--- config.mk ---
export PLATFORM = sky130hd
export DESIGN_NAME = dot_product_sequencer_flat
export DESIGN_NICKNAME = d
export VERILOG_FILES = /design/src/rtl/dot_product_sequencer_if.sv /design/src/rtl/dot_product_sequencer.sv /design/src/flat_wrapper.sv
export SDC_FILE = /design/constraint.sdc
export NUM_CORES = 1
export LEC_CHECK = 0
export BUFFER_PORTS_ARGS = -buffer_cell sky130_fd_sc_hd__buf_4
export CAP_MARGIN = 5
export CELL_PAD_IN_SITES_DETAIL_PLACEMENT = 1
export CELL_PAD_IN_SITES_GLOBAL_PLACEMENT = 2
export CORE_ASPECT_RATIO = 1.5
export CORE_MARGIN = 5
export CORE_UTILIZATION = 28
export CTS_CLUSTER_DIAMETER = 100
export DETAILED_ROUTE_END_ITERATION = 8
export PLACE_DENSITY = 0.79
export SLEW_MARGIN = 15
export SYNTH_ARGS = -nofsm -noshare
export SYNTH_HDL_FRONTEND = slang
export SYNTH_SLANG_ARGS = --single-unit
--- constraint.sdc ---
create_clock -name clk -period 4.55 [get_ports clk]
set_clock_uncertainty 0.05 [all_clocks]
set_input_delay 0.91 -clock clk [delete_from_list [all_inputs] [get_ports clk]]
set_output_delay 0.91 -clock clk [all_outputs]
set_load 0.01 [all_outputs]
--- src/rtl/dot_product_sequencer_if.sv ---
// Handshake and MAC operand bundle between the dot-product sequencer
// and its environment (element source, MAC stage, result consumer).
interface dot_product_sequencer_if #(
    parameter int CNT_W = 4
);
    logic             in_valid;
    logic             in_ready;
    logic [3:0]       in_a;
    logic [3:0]       in_b;
    logic             in_last;
    logic [3:0]       mac_a;
    logic [3:0]       mac_b;
    logic [3:0]       mac_c;
    logic [3:0]       mac_d;
    logic [3:0]       mac_m;
    logic [3:0]       mac_n;
    logic             out_valid;
    logic             out_ready;
    logic [7:0]       out_sum;
    logic [CNT_W-1:0] out_count;
    logic             out_ovf;

    modport slave (
        input  in_valid, in_a, in_b, in_last,
        output in_ready,
        output mac_a, mac_b, mac_c, mac_d,
        input  mac_m, mac_n,
        output out_valid, out_sum, out_count, out_ovf,
        input  out_ready
    );

    modport master (
        output in_valid, in_a, in_b, in_last,
        input  in_ready,
        input  mac_a, mac_b, mac_c, mac_d,
        output mac_m, mac_n,
        input  out_valid, out_sum, out_count, out_ovf,
        output out_ready
    );
endinterface

--- src/rtl/dot_product_sequencer.sv ---
// Sequential front end for a combinational 4x4+8 MAC: accumulates a dot product.
// Optional DOT_SEQ_SATURATE_EN: clamp the accumulator to 0xFF on wrap.
module dot_product_sequencer #(
    parameter int CNT_W = 4
) (
    input  logic                    clk,
    input  logic                    rst,
    input  logic                    clr,
    dot_product_sequencer_if.slave  bus
);
    typedef enum logic [1:0] {
        IDLE  = 2'd0,
        ACCUM = 2'd1,
        DONE  = 2'd2
    } state_e;

    localparam logic [CNT_W-1:0] CNT_MAX = '1;

    state_e           state_q, state_d;
    logic [7:0]       acc_q, acc_d;
    logic [CNT_W-1:0] count_q, count_d;
    logic             ovf_q, ovf_d;
    logic [7:0]       sum_q, sum_d;
    logic [CNT_W-1:0] ocount_q, ocount_d;
    logic             oovf_q, oovf_d;

    logic [7:0]       feed;
    logic [7:0]       result;
    logic [CNT_W-1:0] count_base;
    logic [CNT_W-1:0] count_inc;
    logic             wrap;
    logic             beat;

    // MAC operand paths are purely combinational; vectors start from a zero feed.
    assign feed       = (state_q == ACCUM) ? acc_q : 8'h00;
    assign result     = {bus.mac_m, bus.mac_n};
    assign wrap       = result < feed;
    assign count_base = (state_q == IDLE) ? '0 : count_q;
    assign count_inc  = (count_base == CNT_MAX) ? CNT_MAX : count_base + 1'b1;

    assign bus.mac_a     = bus.in_a;
    assign bus.mac_b     = bus.in_b;
    assign bus.mac_c     = feed[7:4];
    assign bus.mac_d     = feed[3:0];
    assign bus.in_ready  = (state_q != DONE);
    assign bus.out_valid = (state_q == DONE);
    assign bus.out_sum   = sum_q;
    assign bus.out_count = ocount_q;
    assign bus.out_ovf   = oovf_q;

    assign beat = bus.in_valid && bus.in_ready;

    always_comb begin
        state_d  = state_q;
        acc_d    = acc_q;
        count_d  = count_q;
        ovf_d    = ovf_q;
        sum_d    = sum_q;
        ocount_d = ocount_q;
        oovf_d   = oovf_q;

        if (beat) begin
`ifdef DOT_SEQ_SATURATE_EN
            acc_d = wrap ? 8'hFF : result;
`else
            acc_d = result;
`endif
            count_d = count_inc;
            ovf_d   = ((state_q == IDLE) ? 1'b0 : ovf_q) | wrap;
        end

        unique case (state_q)
            IDLE, ACCUM: begin
                if (beat) begin
                    if (bus.in_last) begin
                        state_d  = DONE;
                        sum_d    = acc_d;
                        ocount_d = count_d;
                        oovf_d   = ovf_d;
                    end else begin
                        state_d = ACCUM;
                    end
                end
            end
            DONE: begin
                if (bus.out_ready) begin
                    state_d = IDLE;
                end
            end
            default: state_d = IDLE;
        endcase
    end

    always_ff @(posedge clk) begin
        if (rst || clr) begin
            state_q  <= IDLE;
            acc_q    <= 8'h00;
            count_q  <= '0;
            ovf_q    <= 1'b0;
            sum_q    <= 8'h00;
            ocount_q <= '0;
            oovf_q   <= 1'b0;
        end else begin
            state_q  <= state_d;
            acc_q    <= acc_d;
            count_q  <= count_d;
            ovf_q    <= ovf_d;
            sum_q    <= sum_d;
            ocount_q <= ocount_d;
            oovf_q   <= oovf_d;
        end
    end
endmodule
--- src/flat_wrapper.sv ---
// flat-port wrapper written by rule: the top's interface ports become plain ports
module dot_product_sequencer_flat 
#(
    parameter int CNT_W = 4
)
  (clk, rst, clr, bus_in_valid, bus_in_a, bus_in_b, bus_in_last, bus_in_ready, bus_mac_a, bus_mac_b, bus_mac_c, bus_mac_d, bus_mac_m, bus_mac_n, bus_out_valid, bus_out_sum, bus_out_count, bus_out_ovf, bus_out_ready);
  dot_product_sequencer_if #(.CNT_W(CNT_W)) bus_i ();
  input  logic clk;
  input  logic rst;
  input  logic clr;
  input wire logic [$bits(bus_i.in_valid)-1:0] bus_in_valid;
  input wire logic [$bits(bus_i.in_a)-1:0] bus_in_a;
  input wire logic [$bits(bus_i.in_b)-1:0] bus_in_b;
  input wire logic [$bits(bus_i.in_last)-1:0] bus_in_last;
  output wire logic [$bits(bus_i.in_ready)-1:0] bus_in_ready;
  output wire logic [$bits(bus_i.mac_a)-1:0] bus_mac_a;
  output wire logic [$bits(bus_i.mac_b)-1:0] bus_mac_b;
  output wire logic [$bits(bus_i.mac_c)-1:0] bus_mac_c;
  output wire logic [$bits(bus_i.mac_d)-1:0] bus_mac_d;
  input wire logic [$bits(bus_i.mac_m)-1:0] bus_mac_m;
  input wire logic [$bits(bus_i.mac_n)-1:0] bus_mac_n;
  output wire logic [$bits(bus_i.out_valid)-1:0] bus_out_valid;
  output wire logic [$bits(bus_i.out_sum)-1:0] bus_out_sum;
  output wire logic [$bits(bus_i.out_count)-1:0] bus_out_count;
  output wire logic [$bits(bus_i.out_ovf)-1:0] bus_out_ovf;
  input wire logic [$bits(bus_i.out_ready)-1:0] bus_out_ready;
  assign bus_i.in_valid = bus_in_valid;
  assign bus_i.in_a = bus_in_a;
  assign bus_i.in_b = bus_in_b;
  assign bus_i.in_last = bus_in_last;
  assign bus_in_ready = bus_i.in_ready;
  assign bus_mac_a = bus_i.mac_a;
  assign bus_mac_b = bus_i.mac_b;
  assign bus_mac_c = bus_i.mac_c;
  assign bus_mac_d = bus_i.mac_d;
  assign bus_i.mac_m = bus_mac_m;
  assign bus_i.mac_n = bus_mac_n;
  assign bus_out_valid = bus_i.out_valid;
  assign bus_out_sum = bus_i.out_sum;
  assign bus_out_count = bus_i.out_count;
  assign bus_out_ovf = bus_i.out_ovf;
  assign bus_i.out_ready = bus_out_ready;
  dot_product_sequencer #(.CNT_W(CNT_W)) u_core (.clk(clk), .rst(rst), .clr(clr), .bus(bus_i));
endmodule
After elaboration in Yosys (flattened, before gate mapping)
Index checks and enable logic that the tools add are counted.
{"block": "classes", "bitwise": 1, "div": 0, "magnitude_cmp": 1, "n_shift": 0, "eq_ne": 6, "n_mul": 0, "mux": 11, "add_sub_neg": 1, "reduce_logical": 6}
{"cell": "two-way mux 8 bit", "n": 2}
{"cell": "two-way mux 4 bit", "n": 3}
{"cell": "less-than comparator 8 bit", "n": 1}
{"cell": "two-way mux 2 bit", "n": 3}
{"cell": "adder 4 x 1 -> 4 bit, second input constant", "n": 1}
{"cell": "equality test 4 bit, second input constant", "n": 1}
{"cell": "!= test 2 x 1 -> 1 bit, second input constant", "n": 2}
{"cell": "case mux 2 bit (2 select lines)", "n": 1}
{"cell": "AND reduction 3 bit", "n": 1}
{"cell": "equality test 2 x 1 -> 1 bit, second input constant", "n": 1}
{"cell": "equality test 2 bit, second input constant", "n": 1}
{"cell": "zero test 2 bit", "n": 1}
{"cell": "two-way mux 1 bit", "n": 2}
{"cell": "!= test 2 bit, second input constant", "n": 1}
{"cell": "AND reduction 2 bit", "n": 1}
{"cell": "OR reduction 2 bit", "n": 1}
{"cell": "logical AND 1 bit", "n": 1}
{"cell": "logical OR 1 bit", "n": 1}
{"cell": "OR 1 bit", "n": 1}
{"block": "word_totals", "ramBits": 0, "elab_cells": 33, "latch_bits": 0, "rom_bits": 0, "memories": 0, "output_inout_bits": 31, "regBits": 28}

Logic depth before layout (Yosys ltp)
Gate-level depths: netlist of run 1.
{"block": "logic_depth", "ltp_word": 5, "ltp_mapped": 9}

Worst setup path before layout of run 1
Ideal clock, no wire load.
{"block": "synth_timing", "path_kind": "input to output", "start": "input bus_in_a[0]", "end": "output bus_mac_a[0]", "stages": 1, "setup_slack_ps": 2561, "required_ps": 3590, "arrival_time_ps": 1029, "cell_sequence": "buf_4"}
{"item": "from (decl)", "line_no": "flat_wrapper.sv:12", "rtl": "input wire logic [$bits(bus_i.in_a)-1:0] bus_in_a;"}
{"item": "to (decl)", "line_no": "flat_wrapper.sv:16", "rtl": "output wire logic [$bits(bus_i.mac_a)-1:0] bus_mac_a;"}
No word-level cell between the ends.

Final worst setup path of run 1
{"block": "layout_timing", "start": "register u_core.state_q[0]", "end": "output bus_mac_d[3]"}
{"block": "layout_between", "elab_chain_len": 2}
{"item": "from (decl)", "line_no": "dot_product_sequencer.sv:19", "rtl": "state_e state_q, state_d;"}
{"item": "from (signal assigned)", "line_no": "dot_product_sequencer.sv:104", "rtl": "state_q <= state_d;"}
{"item": "equality test 2 x 1 -> 1 bit", "line_no": "dot_product_sequencer.sv:35", "rtl": "assign feed = (state_q == ACCUM) ? acc_q : 8'h00;"}
{"item": "two-way mux 8 bit", "line_no": "dot_product_sequencer.sv:35"}
{"item": "to (decl)", "line_no": "flat_wrapper.sv:19", "rtl": "output wire logic [$bits(bus_i.mac_d)-1:0] bus_mac_d;"}
Every way passes these cells.

==> results of run 1 <==
-- cells by family (layout without fill, tap and decap cells) --
kind of cell | Yosys count | in the layout
xor+xnor | 1 | 1
fa+ha+maj | 8 | 8
buf+inv | 24 | 51
mux | 8 | 8
compound gates | 28 | 28
simple gates | 63 | 63
flops | 28 | 28
-- worst max-delay path by stage --
stage / end / slack, ps / cells past startpoint
floorplan: bus_mac_a[0] / 2560 / 1
global placement: u_core.bus.out_ovf$_SDFFE_PP0P_ / 2140 / 8
detailed placement: u_core.bus.out_ovf$_SDFFE_PP0P_ / 2080 / 8
CTS: bus_mac_d[3] / 1850 / 4
global route: bus_mac_d[3] / 1690 / 4
finish: bus_mac_d[3] / 1900 / 4
-- power breakdown --
group / switching [mW] / leakage [nW] / internal, mW / total [mW]
logic: 0.0361 / 0.508 / 0.0294 / 0.0654
registers: 0.00558 / 0.228 / 0.253 / 0.258
clock network: 0.0716 / 0.0288 / 0.0773 / 0.149
-- tightest hold or removal path, stage by stage (launching register included) --
cell	delay, ps
dfxtp_1	310
nand2_1	70
a21oi_1	60
-- routing by layer --
layer	vias to the layer above	wire length [µm]
met5	-	0
met4	0	9
met3	2	153
met2	20	1970
met1	576	1360
li1	590	-
-- cell type report --
class	instances	area, µm²
Timing Repair Buffer	38	285
Tap cell	66	82.6
Inverter	9	33.8
Clock buffer	4	55.1
Multi-Input combinational cell	108	642
Fill cell	600	3110
Sequential cell	28	561
-- registers in the layout, summed over array words and instances, names as in the netlist --
name / flops
u_core.bus.out_sum: 8
u_core.ovf_q: 1
u_core.state_q: 2
u_core.bus.out_ovf: 1
u_core.bus.out_count: 4
u_core.count_q: 4
u_core.acc_q: 8
-- synth_stat cells (all sizes together) --
| library cell | count | area (µm²) |
|---|---|---|
| a211oi | 9 | 67.6 |
| a21oi | 4 | 20.0 |
| a31oi | 1 | 6.26 |
| a41oi | 1 | 8.76 |
| and2 | 2 | 15.0 |
| buf | 12 | 101 |
| clkbuf | 3 | 11.3 |
| dfxtp | 28 | 561 |
| ha | 8 | 100 |
| inv | 9 | 33.8 |
| mux2i | 8 | 80.1 |
| nand2 | 18 | 67.6 |
| nand2b | 1 | 13.8 |
| nand3 | 2 | 10.0 |
| nand3b | 1 | 7.51 |
| nand4 | 1 | 6.26 |
| nor2 | 30 | 113 |
| nor2b | 2 | 12.5 |
| nor3 | 5 | 25.0 |
| o21ai | 8 | 40.0 |
| o22ai | 4 | 25.0 |
| o32ai | 1 | 8.76 |
| or2 | 1 | 6.26 |
| xor2 | 1 | 8.76 |
==> metrics.cfg, run 1 <==
[clock_network]
cts.sinks=28
clk_latency_ps=260
cts.clk_slew.worst_paths_ps=90
cts_resized=0
h-tree-depth=1
clock_path_buffers=2
numCtsBuffers=3
post-cts-setup-buffers=0
hold_buffers=0
clockRootBuffer=clkbuf_8
tritoncts=done

[power]
power_density_nw_per_um2=285
total_power_uw=472
p_leak_nw=0.764
max-vdd-ir-drop_v=0.000134

[timing]
fin_crit_sh_pct=58.1
setup_tns_ps=0
final-setup-viol-count=0
rsz0062_at_grt=false
fin_crit_ps=2650
setup_slack_ps=1900
final_max_slew_viol_count=0
relSlewSlack_pct=51.4
timing.fmax_mhz=378
hold-worst-slack_ps=424
hold_viol_final=0
worst_slew_pin_slew_ps=726

[critical_path]
rr_endpoint=u_core.bus.out_ovf$_SDFFE_PP0P_
cp_cell_sequence=nor2b_1, nand2_1, inv_1, buf_4
crit_required_ps=3590
r2r_slack_ps=2130
crit_path_start=u_core.state_q[0]$_SDFFE_PP0P_
cp-start-kind=flop
rr_startpoint=u_core.state_q[0]$_SDFFE_PP0P_
cpMaxStageDelayCell=nor2b_1
path_buf_inv=2
worstPathArrival_ps=1690
crit_path_end_kind=primary output
path_class=flop to primary output
crit_family=simple AND/OR/NAND/NOR gates
worstPathMaxFanout=9
r2r_cells=8
cp_slowest_stage_delay_ps=590

[synthesis]
synth_simple_gate_area_share_pct=20.5
synth_top_family_by_area=simple AND/OR/NAND/NOR gates
synth_seq_cells=28
synth-xor-area-share_pct=0.649
synth-compound-area-share_pct=13.1
synth_fp_nets=190
seq_area_frac_synth_pct=41.6
synthAdderAreaFrac_pct=7.42
syn_area_um2=1350
syn_inst=160
ys_types=29
yosysWarnings=0
synthMuxAreaShare_pct=5.94
post_synth.cell_area_avg_um2=8.43

[hold_path]
hp-class=flop to flop
min_from=u_core.ovf_q$_SDFF_PP0_
min_delay_path_depth=2
min_to=u_core.ovf_q$_SDFF_PP0_

[global_route]
use_met2_pct=22.3
grt_pass1_vias=1258
track_usage_pct=11.4
antenna_found_initial=0
grt_max_degree=23
grt_pass1_wl_um=5730
gr-total-overflow=0
top_usage_layer=met2
use_met1_pct=12.4
use_met3_pct=2.26

[drt]
drc=0
vias_per_cell=4.70
drt-wirelength-per-cell_um=13.8
routed-via-count=1188
drt_pass1_iterations=2
wl_um=3490
antenna_left=0
drtIter0Drc=31

[final_layout]
n_antenna_cell=0
final_common_cell=buf_4
utilization_pct=34.8
final_cells=253
final_cell_mix=buf_4, nor2_1, dfxtp_1
fin_nets=218
design_area_um2=1660
drive_above_1_share_pct=23.5
area_delta_synth_final_pct=23.0

[status]
status=complete, no violations

[place]
dpl.hpwl_um=2880
placed_area_um2=1600
dp_slack_ps=2080
portBuffers=36
gp_congestion=0.684
place_inst=249

[floorplan]
initial_utilization_pct=28.3
die_area_um2=6330
core-area_um2=4770
row_count=31
pin_count=53
die_w_um=66.7
die_y_um=95.0

[job]
cap_violations=0

Note: power is estimated with default switching activity, not from simulation.
==> run 2, diff against run 1 <==
Settings changed: CORE_UTILIZATION 28 to 24, PLACE_DENSITY 0.79 to 0.72.
Clock period 4.55 ns to 2.2 ns, I/O delays scaled along.
==> run 2 against run 1 <==
Clock power is 120% higher. First-iteration DRC count is 61% higher. Critical path depth is 5 higher. Combinational power is 110% higher. Non-clock buffer count is 4 higher. Flip-flop and latch count stayed put. Sequential share of layout area is 0.65 points lower. Die area is 14% higher. Count of clock-buffer cells in the layout stayed put. Critical endpoint is now u_core.bus.out_ovf$_SDFFE_PP0P_.
==> metrics.cfg, run 2 (synthesized netlist as in run 1, its figures left out) <==
[status]
status=complete, no violations

[place]
portBuffers=36  ; unchanged
placed_area_um2=1640  ; +2.2%
gp_congestion=0.805  ; +18%
dpl.hpwl_um=2650  ; -8.0%
dp_slack_ps=207  ; -1880 ps

[critical_path]
rr_startpoint=u_core.state_q[0]$_SDFFE_PP0P_
r2r_cells=9  ; +1
worstPathMaxFanout=9  ; unchanged
path_class=flop to flop
worstPathArrival_ps=2110  ; +420 ps
crit_required_ps=2360  ; -1230 ps
crit_path_end_kind=flop
rr_endpoint=u_core.bus.out_ovf$_SDFFE_PP0P_
r2r_slack_ps=250  ; -1880 ps
cp-start-kind=flop

[floorplan]
initial_utilization_pct=24.7  ; -3.5 points
pin_count=53  ; unchanged
die_area_um2=7250  ; +14%
die_y_um=102  ; +7.2%
core-area_um2=5450  ; +14%
die_w_um=71.2  ; +6.8%
row_count=33  ; +6.5%

[power]
power.switching_uw=251  ; +120%
power_frac_comb_pct=13.9  ; about the same
power_density_nw_per_um2=589  ; +110%
p_seq_share_pct=53.3  ; -1.3 points
p_leak_nw=0.785  ; +2.7%
p_int_uw=748  ; +110%
p_clk_share_pct=32.8  ; +1.3 points
swShare_pct=25.2  ; +1.2 points
max-vdd-ir-drop_v=0.000229  ; +71%

[drt]
antenna_left=0  ; unchanged
drtIter0Drc=50  ; +61%
drt_pass1_iterations=3  ; +1
routed-via-count=1155  ; -2.8%
drc=0  ; unchanged
drt-wirelength-per-cell_um=13.0  ; -5.8%
vias_per_cell=4.43  ; -5.8%
wl_um=3390  ; -2.8%

[job]
cap_violations=0  ; unchanged

[timing]
hold_viol_final=0  ; unchanged
fin_crit_sh_pct=88.7
timing.fmax_mhz=513
rsz0062_at_grt=false
fin_crit_ps=1950
setup_slack_ps=249  ; -1660 ps
final_max_slew_viol_count=0  ; unchanged
final-setup-viol-count=0  ; unchanged
worst_slew_pin_slew_ps=447  ; -279 ps
relSlewSlack_pct=70.1  ; +19 points
setup_tns_ps=0  ; unchanged

[clock_network]
tritoncts=done
clock_path_buffers=2  ; unchanged
clockRootBuffer=clkbuf_8
h-tree-depth=1  ; unchanged
post-cts-setup-buffers=0  ; unchanged
cts.clk_slew.worst_paths_ps=100  ; about the same
clk_latency_ps=280  ; +20 ps
numCtsBuffers=3  ; unchanged
cts.sinks=28  ; unchanged

[global_route]
antenna_found_initial=0  ; unchanged
grt_pass1_wl_um=5870  ; +2.3%
grt_pass1_vias=1302  ; +3.5%
gr-total-overflow=0  ; unchanged
grt_max_degree=23  ; unchanged
track_usage_pct=10.2  ; -1.2 points

[hold_path]
hp-class=input pin to flop
min_delay_path_depth=4  ; +2
min_from=bus_out_ready
min_to=u_core.state_q[1]$_SDFFE_PP0P_

[final_layout]
final_common_cell=buf_4
n_antenna_cell=0  ; unchanged
fin_nets=222  ; +1.8%
design_area_um2=1700  ; +2.2%
area_delta_synth_final_pct=25.7
final_cell_mix=buf_4, nor2_1, dfxtp_1
drive_above_1_share_pct=25.7  ; +2.1 points
n_fill_cell=684  ; +14%

## run 2: cell types whose count changed in the layout (fill, tap and decap cells not counted), sizes merged
cell,delta
buf,+4
## run 2: final cells by class
class | instances | area, µm² | area share (%)
repair buffers | 42 | 315 | 18.6
multi-input cells | 108 | 642 | 37.9
clock buffers | 4 | 55.1 | 3.25
flip-flops and latches | 28 | 562 | 33.1
inverters | 9 | 33.8 | 1.99
well taps | 70 | 87.6 | 5.17
## run 2: metrics by stage
stage	util [%]	power, mW	std cells	hold WS (ps)
CTS	31.1	1.02	261	378
finish	31.1	0.999	261	378
global route	31.1	1.05	261	395
global placement	30.1	0.685	257	412
detailed placement	30.1	0.687	257	414
floorplan	-	0.644	160	390
## run 2: how the worst max path moves through the flow
stage / from / end / depth (start not counted)
2_1_floorplan: u_core.state_q[0]$_SDFFE_PP0P_ / u_core.bus.out_ovf$_SDFFE_PP0P_ / 9
4_1_cts: u_core.state_q[0]$_SDFFE_PP0P_ / u_core.bus.out_ovf$_SDFFE_PP0P_ / 9
3_5_place_dp: u_core.state_q[0]$_SDFFE_PP0P_ / u_core.bus.out_ovf$_SDFFE_PP0P_ / 9
3_3_place_gp: u_core.state_q[0]$_SDFFE_PP0P_ / u_core.bus.out_ovf$_SDFFE_PP0P_ / 9
5_1_grt: u_core.state_q[0]$_SDFFE_PP0P_ / u_core.bus.out_ovf$_SDFFE_PP0P_ / 9
6_report: u_core.state_q[0]$_SDFFE_PP0P_ / u_core.bus.out_ovf$_SDFFE_PP0P_ / 9
## run 2: critical path, cell delays in order, from the launching register on
cell and delay (ps):
dfxtp_2 390, nor2b_1 150, buf_4 170, nand2_1 80, ha_1 290, a211oi_1 250, nor2_1 70, nor3_1 180
o21ai_1 110, a31oi_1 150
## run 2: power groups by stage
stage | combinational [mW] | sequential [mW] | clock (mW)
2_1_floorplan | 0.0981 | 0.546 | 0
3_3_place_gp | 0.142 | 0.544 | 0
6_report | 0.139 | 0.532 | 0.328
3_5_place_dp | 0.143 | 0.544 | 0
5_1_grt | 0.158 | 0.535 | 0.360
4_1_cts | 0.144 | 0.532 | 0.340
## run 2: metal layers
layer	up-vias	track usage [%]	routed length, µm
met3	4	2.07	126
met4	0	5.07	63
met1	535	11.5	1470
met5	-	0	0
met2	21	17.9	1730
li1	595	-	-
## run 2: timing repair
| action | CTS | global route |
|---|---|---|
| resized for setup | 0 | 1 |
| endpoints found under the setup margin | 0 | 1 |
| hold endpoints to repair | 0 | 0 |
| hold buffers | 0 | 0 |
